## src/rtl/nibble_accum_pkg.sv

```systemverilog
`default_nettype none
// +--------------------------------------------------------------------+
// | Package  : nibble_accum_pkg                                        |
// | Purpose  : Shared state encoding and nibble width for the          |
// |            nibble_sum_accum frame accumulator.                     |
// | Revision : 1.0  initial release                                    |
// +--------------------------------------------------------------------+
package nibble_accum_pkg;

  // Width of one upstream adder result.
  localparam int NIB_W = 4;

  // Width of the per-frame sample counter (holds up to 15).
  localparam int CNT_W = 4;

  // Frame accumulator controller states.
  typedef enum logic [1:0] {
    IDLE  = 2'd0,
    ACCUM = 2'd1,
    DONE  = 2'd2
  } acc_state_t;

endpackage : nibble_accum_pkg
`default_nettype wire

```

## src/rtl/nibble_sum_accum_sat_add.sv

```systemverilog
`default_nettype none
// +--------------------------------------------------------------------+
// | Module   : sat_add                                                 |
// | Purpose  : Unsigned ACC_W-bit adder that clamps at 2^ACC_W-1 and   |
// |            reports when the clamp was applied.                     |
// | Revision : 1.0  initial release                                    |
// +--------------------------------------------------------------------+
module sat_add #(
  parameter int ACC_W = 8
) (
  input  logic [ACC_W-1:0] a,
  input  logic [ACC_W-1:0] b,
  output logic [ACC_W-1:0] sum,
  output logic             sat
);

  // One extra bit catches the carry out; a carry means the true sum
  // does not fit and the result must be pinned to all ones.
  logic [ACC_W:0] w_wide;

  assign w_wide = {1'b0, a} + {1'b0, b};
  assign sat    = w_wide[ACC_W];
  assign sum    = w_wide[ACC_W] ? {ACC_W{1'b1}} : w_wide[ACC_W-1:0];

endmodule : sat_add
`default_nettype wire

```

## src/rtl/nibble_sum_accum.sv

```systemverilog
`default_nettype none
// +--------------------------------------------------------------------+
// | Module   : nibble_sum_accum                                        |
// | Purpose  : Accumulates a frame of 4-bit adder results into a       |
// |            saturating total, counts the samples, and presents the  |
// |            frame result with a valid/ready handshake.              |
// | Revision : 1.0  initial release                                    |
// +--------------------------------------------------------------------+
module nibble_sum_accum
  import nibble_accum_pkg::*;
#(
  parameter int ACC_W   = 8,
  parameter int MAX_CNT = 15
) (
  input  logic             clk,
  input  logic             rst_n,
  input  logic             ena,
  input  logic             in_valid,
  input  logic [NIB_W-1:0] in_sum,
  input  logic             in_last,
  output logic             in_ready,
  output logic [ACC_W-1:0] acc,
  output logic [CNT_W-1:0] count,
  output logic             ovf,
  output logic             out_valid,
  input  logic             out_ready
);

  // State codes taken from the shared enum so the encoding lives in one place.
  localparam logic [1:0] c_S_IDLE  = IDLE;
  localparam logic [1:0] c_S_ACCUM = ACCUM;
  localparam logic [1:0] c_S_DONE  = DONE;

  localparam logic [CNT_W-1:0] c_MAX_CNT = CNT_W'(MAX_CNT);
  localparam logic [CNT_W-1:0] c_CNT_ONE = CNT_W'(1);

  logic [1:0]       r_state;
  logic [ACC_W-1:0] r_acc;
  logic [CNT_W-1:0] r_count;
  logic             r_ovf;
  logic             r_out_valid;

  logic [ACC_W-1:0] w_sample;
  logic [ACC_W-1:0] w_sum;
  logic             w_sat;
  logic [CNT_W-1:0] w_cnt_inc;
  logic             w_xfer;
  logic             w_out_hs;
  logic             w_first_closes;
  logic             w_accum_closes;

  // Upstream sample widened to accumulator width.
  assign w_sample = {{(ACC_W - NIB_W){1'b0}}, in_sum};

  // Saturating running total for samples after the first.
  sat_add #(
    .ACC_W (ACC_W)
  ) u_sat_add (
    .a   (r_acc),
    .b   (w_sample),
    .sum (w_sum),
    .sat (w_sat)
  );

  // Handshake qualifiers; ena gates both sides so nothing moves while frozen.
  assign in_ready  = ena && (r_state != c_S_DONE);
  assign w_xfer    = in_valid && in_ready;
  assign w_out_hs  = ena && out_ready && (r_state == c_S_DONE);
  assign w_cnt_inc = r_count + c_CNT_ONE;

  // Frame close conditions: explicit last marker or the sample cap.
  assign w_first_closes = in_last || (c_MAX_CNT == c_CNT_ONE);
  assign w_accum_closes = in_last || (w_cnt_inc == c_MAX_CNT);

  // Frame state machine and result registers.
  always_ff @(posedge clk or negedge rst_n) begin
    if (!rst_n) begin
      r_state     <= c_S_IDLE;
      r_acc       <= '0;
      r_count     <= '0;
      r_ovf       <= 1'b0;
      r_out_valid <= 1'b0;
    end else begin
      case (r_state)
        c_S_IDLE: begin
          if (w_xfer) begin
            r_acc   <= w_sample;
            r_count <= c_CNT_ONE;
            r_ovf   <= 1'b0;
            if (w_first_closes) begin
              r_state     <= c_S_DONE;
              r_out_valid <= 1'b1;
            end else begin
              r_state <= c_S_ACCUM;
            end
          end
        end
        c_S_ACCUM: begin
          if (w_xfer) begin
            r_acc   <= w_sum;
            r_count <= w_cnt_inc;
            r_ovf   <= r_ovf | w_sat;
            if (w_accum_closes) begin
              r_state     <= c_S_DONE;
              r_out_valid <= 1'b1;
            end
          end
        end
        c_S_DONE: begin
          if (w_out_hs) begin
            r_state     <= c_S_IDLE;
            r_acc       <= '0;
            r_count     <= '0;
            r_ovf       <= 1'b0;
            r_out_valid <= 1'b0;
          end
        end
        default: begin
          r_state     <= c_S_IDLE;
          r_out_valid <= 1'b0;
        end
      endcase
    end
  end

  assign acc       = r_acc;
  assign count     = r_count;
  assign ovf       = r_ovf;
  assign out_valid = r_out_valid;

endmodule : nibble_sum_accum
`default_nettype wire

```

## config.mk

```make
export PLATFORM = sky130hd
export DESIGN_NAME = nibble_sum_accum
export DESIGN_NICKNAME = d
export VERILOG_FILES = /design/src/rtl/nibble_accum_pkg.sv /design/src/rtl/nibble_sum_accum_sat_add.sv /design/src/rtl/nibble_sum_accum.sv
export SDC_FILE = /design/constraint.sdc
export NUM_CORES = 1
export LEC_CHECK = 0
export BUFFER_PORTS_ARGS = -buffer_cell sky130_fd_sc_hd__clkbuf_2
export CORE_MARGIN = 10
export CORE_UTILIZATION = 55
export DETAILED_ROUTE_END_ITERATION = 7
export PLACE_DENSITY = 0.87
export SYNTH_ARGS = -nofsm -noshare
export SYNTH_HDL_FRONTEND = slang
export SYNTH_SLANG_ARGS = --single-unit
```

## constraint.sdc

```tcl
create_clock -name clk -period 3.5 [get_ports clk]
set_clock_uncertainty 0.2 [all_clocks]
set_input_delay 0.525 -clock clk [delete_from_list [all_inputs] [get_ports clk]]
set_output_delay 0.525 -clock clk [all_outputs]
set_load 0.1 [all_outputs]
```

==> impl_results.md, run 1 <==
* Mapped Area at 1124 sq um
* Final Hold Fails at 0
* Max-cap violations at 0
* WP buf/inv at 0
* Initial antenna violation count at 0
* CTS sink cnt at 16
* Leak Pwr at 0.6563 nW
* FMAX at 0.4073 GHz
* Hold crit path type: reg2reg
* HPWL after DPL at 2119 um
* FF+latch area at 400.4 sq um
* Filler cells at 169
* Synth top area cells: dfrtp_1 (36%), ha_1 (11%), a21oi_1 (5.3%)
* Synth Area in Compound Gates at 25.95%
* CORE AREA at 1962 sq um
* CP Cell Sequence: ha_1 > fa_1 > a211oi_1 > nor3_1 > a32o_1 > a221o_1
* Num CTS Buffers at 3
* Total track usage at 13.13%
* Critical path endpoint category: flip-flop
* Ys flop type: dfrtp_1
* Post-synthesis cell count at 119
* Placed cells at 168
* Cell Pwr Density at 874.4 nW/um^2
* Status: finished, final reports clean
* Tmin final at 2.455 ns
* Synth area leader: dfrtp_1
* Final WS setup at 1.045 ns
* Io pins at 25
* Leading cell types in the layout, fill and taps excluded: clkbuf_2 (24), dfrtp_1 (16), a21oi_1 (12)
* Placed cell area at 1264 sq um
* Min-delay src: out_valid$_DFFE_PN0P_
* DRT iter0 DRCs at 67
* Sequential share of the synthesized area at 35.63%
* Yosys reg bits at 16
* Area of the multi-input gates at 679.4 sq um
* Worst r2r src: acc[0]$_DFFE_PN0P_
* Port bufs at 24
* Final setup vio count at 0
* DR WL/cell at 16.41 um
* Non-filler cells, final at 172
* Adder-Cell Fraction of Synth Area at 12.92%
* Die width at 65.20 um
* Max incr delay on CP at 0.43 ns
* Crit-path leading delay family: compound AO/OA/AOI/OAI gates
* Period Utilization, post-route at 70.15%
* CP startpoint kind: flip-flop
* Share of the synthesized area in the top cell type at 35.63%
* Total power draw at 1.133 mW
* Critical Path AT at 2.43 ns
* CTS root buf: clkbuf_4
* CP Class: reg2reg
* H-tree Lvls at 1
* Grt ovf at 0
* First-pass GRT wire length at 4595 um
* Rows at 16
* Drt drc at 0
* RSZ-0062 raised after global routing: no
* Clock transition at path regs at 0.09 ns
* Antenna Cells at 0
* CP Data Required Time at 3.48 ns
* Synth Area in XOR/XNOR at 2.339%
* Routed vias/inst at 6.035
* R2r setup slk at 1.04 ns
* DIE AREA at 4251 sq um
* Measured slew at the worst slew-check pin at 0.6721 ns
* Mapped Nets at 140
* Vias in the first global route at 1031
* Final Max Tran Viols at 0
* Most common cell after layout, fill and taps aside: clkbuf_2
* Synthesis Warnings at 0
* Crit. Startpoint: acc[0]$_DFFE_PN0P_
* Largest net degree at the start of global routing at 17
* WL final at 2823 um
* CP max-delay cell: fa_1
* Multiplexer share of the synthesized area at 2.227%
* Setup TNS at 0 ns
* ANT nets after route at 0
* Final Cell Area at 1296 sq um
* CP max FO at 6
* Drt pass-1 iters at 4
* Main combinational cell family by area after synthesis: compound AO/OA/AOI/OAI gates
* Initial core utilization at 57.27%
* Syn_area_per_cell at 9.442 sq um
* Share of cells above drive strength 1 at 22.76%
* VDD IR max at 0.5552 mV
* Cell variety after synth at 43
* CTS tree: yes
* Final net count at 168
* CTS Buffer Depth at 2
* Post-synth EDFFs at 0
* Via count at 1038
* Simple-gate portion of the synthesized area at 17.04%
* DIE HEIGHT at 65.20 um
* Pre-CTS setup slack at 0.8358 ns
* Worst-Skew Late Latency at 0.28 ns
* Syn-to-layout area delta at 15.37%
* Max_slew headroom at 54.85%
* Gpl congestion at 0.9075
* Share of flip-flops with an asynchronous set or reset at 100.0%
==> synthesized netlist by cell type, types with 2 or more instances <==
cell      number
ha_1          10
a21o_1         5
xor2_1         2
dfrtp_1       16
o21ai_0        7
inv_1          6
and3_1         2
buf_2          2
nor2_1         4
a21oi_1       12
o31ai_1        2
nor2b_1        3
nand3_1        7
nand2_1        8
a211oi_1       2
nor3_1         4
==> area by class of cell <==
| cell class | instances | area share [%] |
|---|---|---|
| clock buffer | 3 | 1.737 |
| inverter | 6 | 1.737 |
| multi-input combinational | 94 | 52.41 |
| sequential | 16 | 30.89 |
| tap | 27 | 2.606 |
| timing repair buffer | 26 | 10.62 |
==> what timing repair did <==
item | 4_1_cts | 5_1_grt
endpoints found under the hold margin | 16 | 0
gates resized for setup | 0 | 0
hold buffers | 1 | 0
buffers inserted | 0 | 0
==> report_power, final <==
| group | switching (mW) | internal, mW | leakage [nW] | total, mW |
|---|---|---|---|---|
| logic | 0.542 | 0.217 | 0.431 | 0.760 |
| registers | 0.0446 | 0.231 | 0.211 | 0.275 |
| clock network | 0.0589 | 0.0400 | 0.0138 | 0.0988 |
| total | 0.646 | 0.488 | 0.656 | 1.13 |
==> worst paths after layout <==
check                      cells after the start                      to
max                                            6      acc[3]$_DFFE_PN0P_
max reg2reg                                    6      acc[3]$_DFFE_PN0P_
min                                            2   out_valid$_DFFE_PN0P_
min in group asynchronous                      2      acc[6]$_DFFE_PN0P_
min reg2reg                                    2   out_valid$_DFFE_PN0P_
max in group asynchronous                      2  r_state[0]$_DFFE_PN0P_
==> metrics by stage <==
| step | util (%) | hold WS, ns |
|---|---|---|
| after floorplan | - | 0.02941 |
| after global placement | 64.41 | 0.2610 |
| after detailed placement | 64.41 | 0.2650 |
| after CTS | 66.07 | 0.2983 |
| after global routing | 66.07 | 0.3134 |
| final | 66.07 | 0.2972 |
==> routing by layer <==
metal,wire (um),global-route usage [%],up-vias,part of all wire [%]
met4,39,6.150,0,1.4
met2,1398,21.95,46,50
li1,-,-,497,-
met5,0,0,-,0
met1,1168,14.96,488,41
met3,216,3.898,7,7.7
==> tightest hold or removal path, delay by kind of cell, from the launching register on <==
| kind | cells | cell delay (ns) |
|---|---|---|
| DFF | 1 | 0.36 |
| AOI/OAI and AO/OA | 1 | 0.06 |
| and+or+nand+nor | 1 | 0.05 |
==> cells by family after synthesis <==
kind of cell             after synthesis
AO/OA/AOI/OAI                         43
AND/OR/NAND/NOR                       35
flip-flops                            16
adder cells (fa/ha/maj)               11
buffers and inverters                  9
XOR/XNOR                               3
multiplexers                           2
==> state kept, by name (all words and copies together) (netlist names) <==
signal and count:
r_state 2, count 4, out_valid 1, acc 8, ovf 1
Power figures use the tool's default switching activity.
==> run 2: changes to the inputs <==
- CORE_UTILIZATION: 55 -> 53
- PLACE_DENSITY: 0.87 -> 0.84
- clock period: 3.5 -> 2.55 ns (I/O delays scaled with it)
==> run 2 against run 1 <==
Global-route usage down 0.50 points. Worst setup slack got worse by 0.98 ns. First-iteration DRC count decreased by 70%. Total power increased by 40%. Via count fell by 1.8%. Critical path type unchanged. Largest power group unchanged.
==> impl_results.md, run 2 (synthesis results as in run 1) <==
* Max-cap violations at 0
* Cell Pwr Density at 1205 nW/um^2
* Hold path endpoint: acc[0]$_DFFE_PN0P_
* CP max-delay cell: dfrtp_4
* Critical path endpoint category: flip-flop
* DR WL/cell at 15.52 um
* CP Cell Sequence: ha_1 > fa_1 > a211oi_2 > nor3_1 > a32o_1 > a221o_1
* DIE HEIGHT at 66.04 um
* Vias in the first global route at 988
* CP Data Required Time at 2.53 ns
* Setup Buffers After CTS at 0
* Max incr delay on CP at 0.50 ns
* R2r worst-path depth at 6
* Die width at 66.04 um
* CTS root buf: clkbuf_4
* Leading cell types in the layout, fill and taps excluded: clkbuf_2 (24), dfrtp_1 (13), a21oi_1 (12)
* RSZ-0062 raised after global routing: no
* Port bufs at 24
* Period Utilization, post-route at 97.43%
* Max_slew headroom at 52.92%
* Worst r2r src: acc[0]$_DFFE_PN0P_
* Clock transition at path regs at 0.10 ns
* Total power draw at 1.590 mW
* HPWL after DPL at 2110 um
* WP buf/inv at 0
* Gpl congestion at 0.8622
* WL final at 2700 um
* CP max FO at 6
* Final Cell Area at 1319 sq um
* Measured slew at the worst slew-check pin at 0.7008 ns
* Tmin final at 2.485 ns
* Post_cts resized at 0
* Critical Path AT at 2.47 ns
* Met3 Usage GRT at 3.051%
* GR peak layer: met2
* Filler cells at 168
* Status: finished, final reports clean
* R2r setup slk at 0.07 ns
* FMAX at 0.4025 GHz
* CP Class: reg2reg
* Met1 usage at 14.80%
* Final WS setup at 0.06550 ns
* Initial core utilization at 56.69%
* DRT iter0 DRCs at 20
* Final Max Tran Viols at 0
* Final setup vio count at 0
* Grt ovf at 0
* Hold crit path type: in2reg
* CP startpoint kind: flip-flop
* Syn-to-layout area delta at 17.37%
* Num CTS Buffers at 3
* Met2 Use GR at 21.26%
* First-pass GRT wire length at 4429 um
* CTS sink cnt at 16
* Rows at 16
* Final Hold Fails at 0
* H-tree Lvls at 1
* CTS tree: yes
* Share of cells above drive strength 1 at 25.85%
* Antenna Cells at 0
* Io pins at 25
* Hold path depth at 3
* CORE AREA at 1982 sq um
* CTS Buffer Depth at 2
* Routed vias/inst at 5.856
* Worst-Skew Late Latency at 0.29 ns
* Initial antenna violation count at 0
* Via count at 1019
* Crit-path leading delay family: compound AO/OA/AOI/OAI gates
* Largest register FFs at 8
* Placed cell area at 1282 sq um
* VDD IR max at 1.098 mV
* ANT nets after route at 0
* DIE AREA at 4361 sq um
* Hold Buf Count CTS at 1
* Drt pass-1 iters at 4
* Final net count at 169
* Pre-CTS setup slack at 0.09295 ns
* Area of the multi-input gates at 684.4 sq um
* Largest net degree at the start of global routing at 17
* Leak Pwr at 0.6594 nW
* Total track usage at 12.62%
* Most common cell after layout, fill and taps aside: clkbuf_2
* Final Core Density at 66.54%
* Min-delay src: in_sum[0]
* Drt drc at 0
* Reg2reg end: acc[3]$_DFFE_PN0P_
* Setup TNS at 0 ns
* FF+latch area at 406.6 sq um
[run 2: changes by cell type in the layout (fill, tap and decap cells not counted), sizes merged]
cell / delta
buf: +1
clkbuf: +1
[run 2: layout make-up]
cell class	count	area share, %
repair buffers	27	11.01
clock buffers	4	1.992
inverters	6	1.708
well taps	27	2.562
flip-flops and latches	16	30.84
multi-input cells	94	51.90
[run 2: worst max path at each step]
stage / from / end / slack [ns] / depth (start not counted)
floorplan: acc[3]$_DFFE_PN0P_ / acc[3]$_DFFE_PN0P_ / 0.04 / 5
detailed placement: in_sum[0] / acc[3]$_DFFE_PN0P_ / 0.09 / 7
global placement: in_sum[0] / acc[3]$_DFFE_PN0P_ / 0.17 / 7
finish: acc[0]$_DFFE_PN0P_ / acc[3]$_DFFE_PN0P_ / 0.07 / 6
CTS: acc[0]$_DFFE_PN0P_ / acc[3]$_DFFE_PN0P_ / 0.1 / 6
global route: acc[0]$_DFFE_PN0P_ / acc[3]$_DFFE_PN0P_ / 0.005 / 6
[run 2: worst min-delay path: stages]
cell      delay (ns)
clkbuf_2        0.09
nand3_1         0.07
nand3_1         0.08
[run 2: power breakdown]
part / internal [mW] / total [mW] / switching (mW)
combinational: 0.316 / 1.06 / 0.742
clock: 0.0609 / 0.145 / 0.0843
sequential: 0.323 / 0.386 / 0.0628
total: 0.700 / 1.59 / 0.889
[run 2: per-stage QoR]
| step | hold slack (ns) | instances |
|---|---|---|
| global route | 0.1957 | 174 |
| global placement | 0.1234 | 169 |
| finish | 0.1632 | 174 |
| floorplan | -0.1131 | 119 |
| detailed placement | 0.1261 | 169 |
| CTS | 0.1685 | 174 |
[run 2: metal layers]
metal / part of all wire, % / wire length, um
met1: 45 / 1209
met2: 47 / 1267
met3: 6.5 / 176
met4: 1.7 / 46
met5: 0 / 0
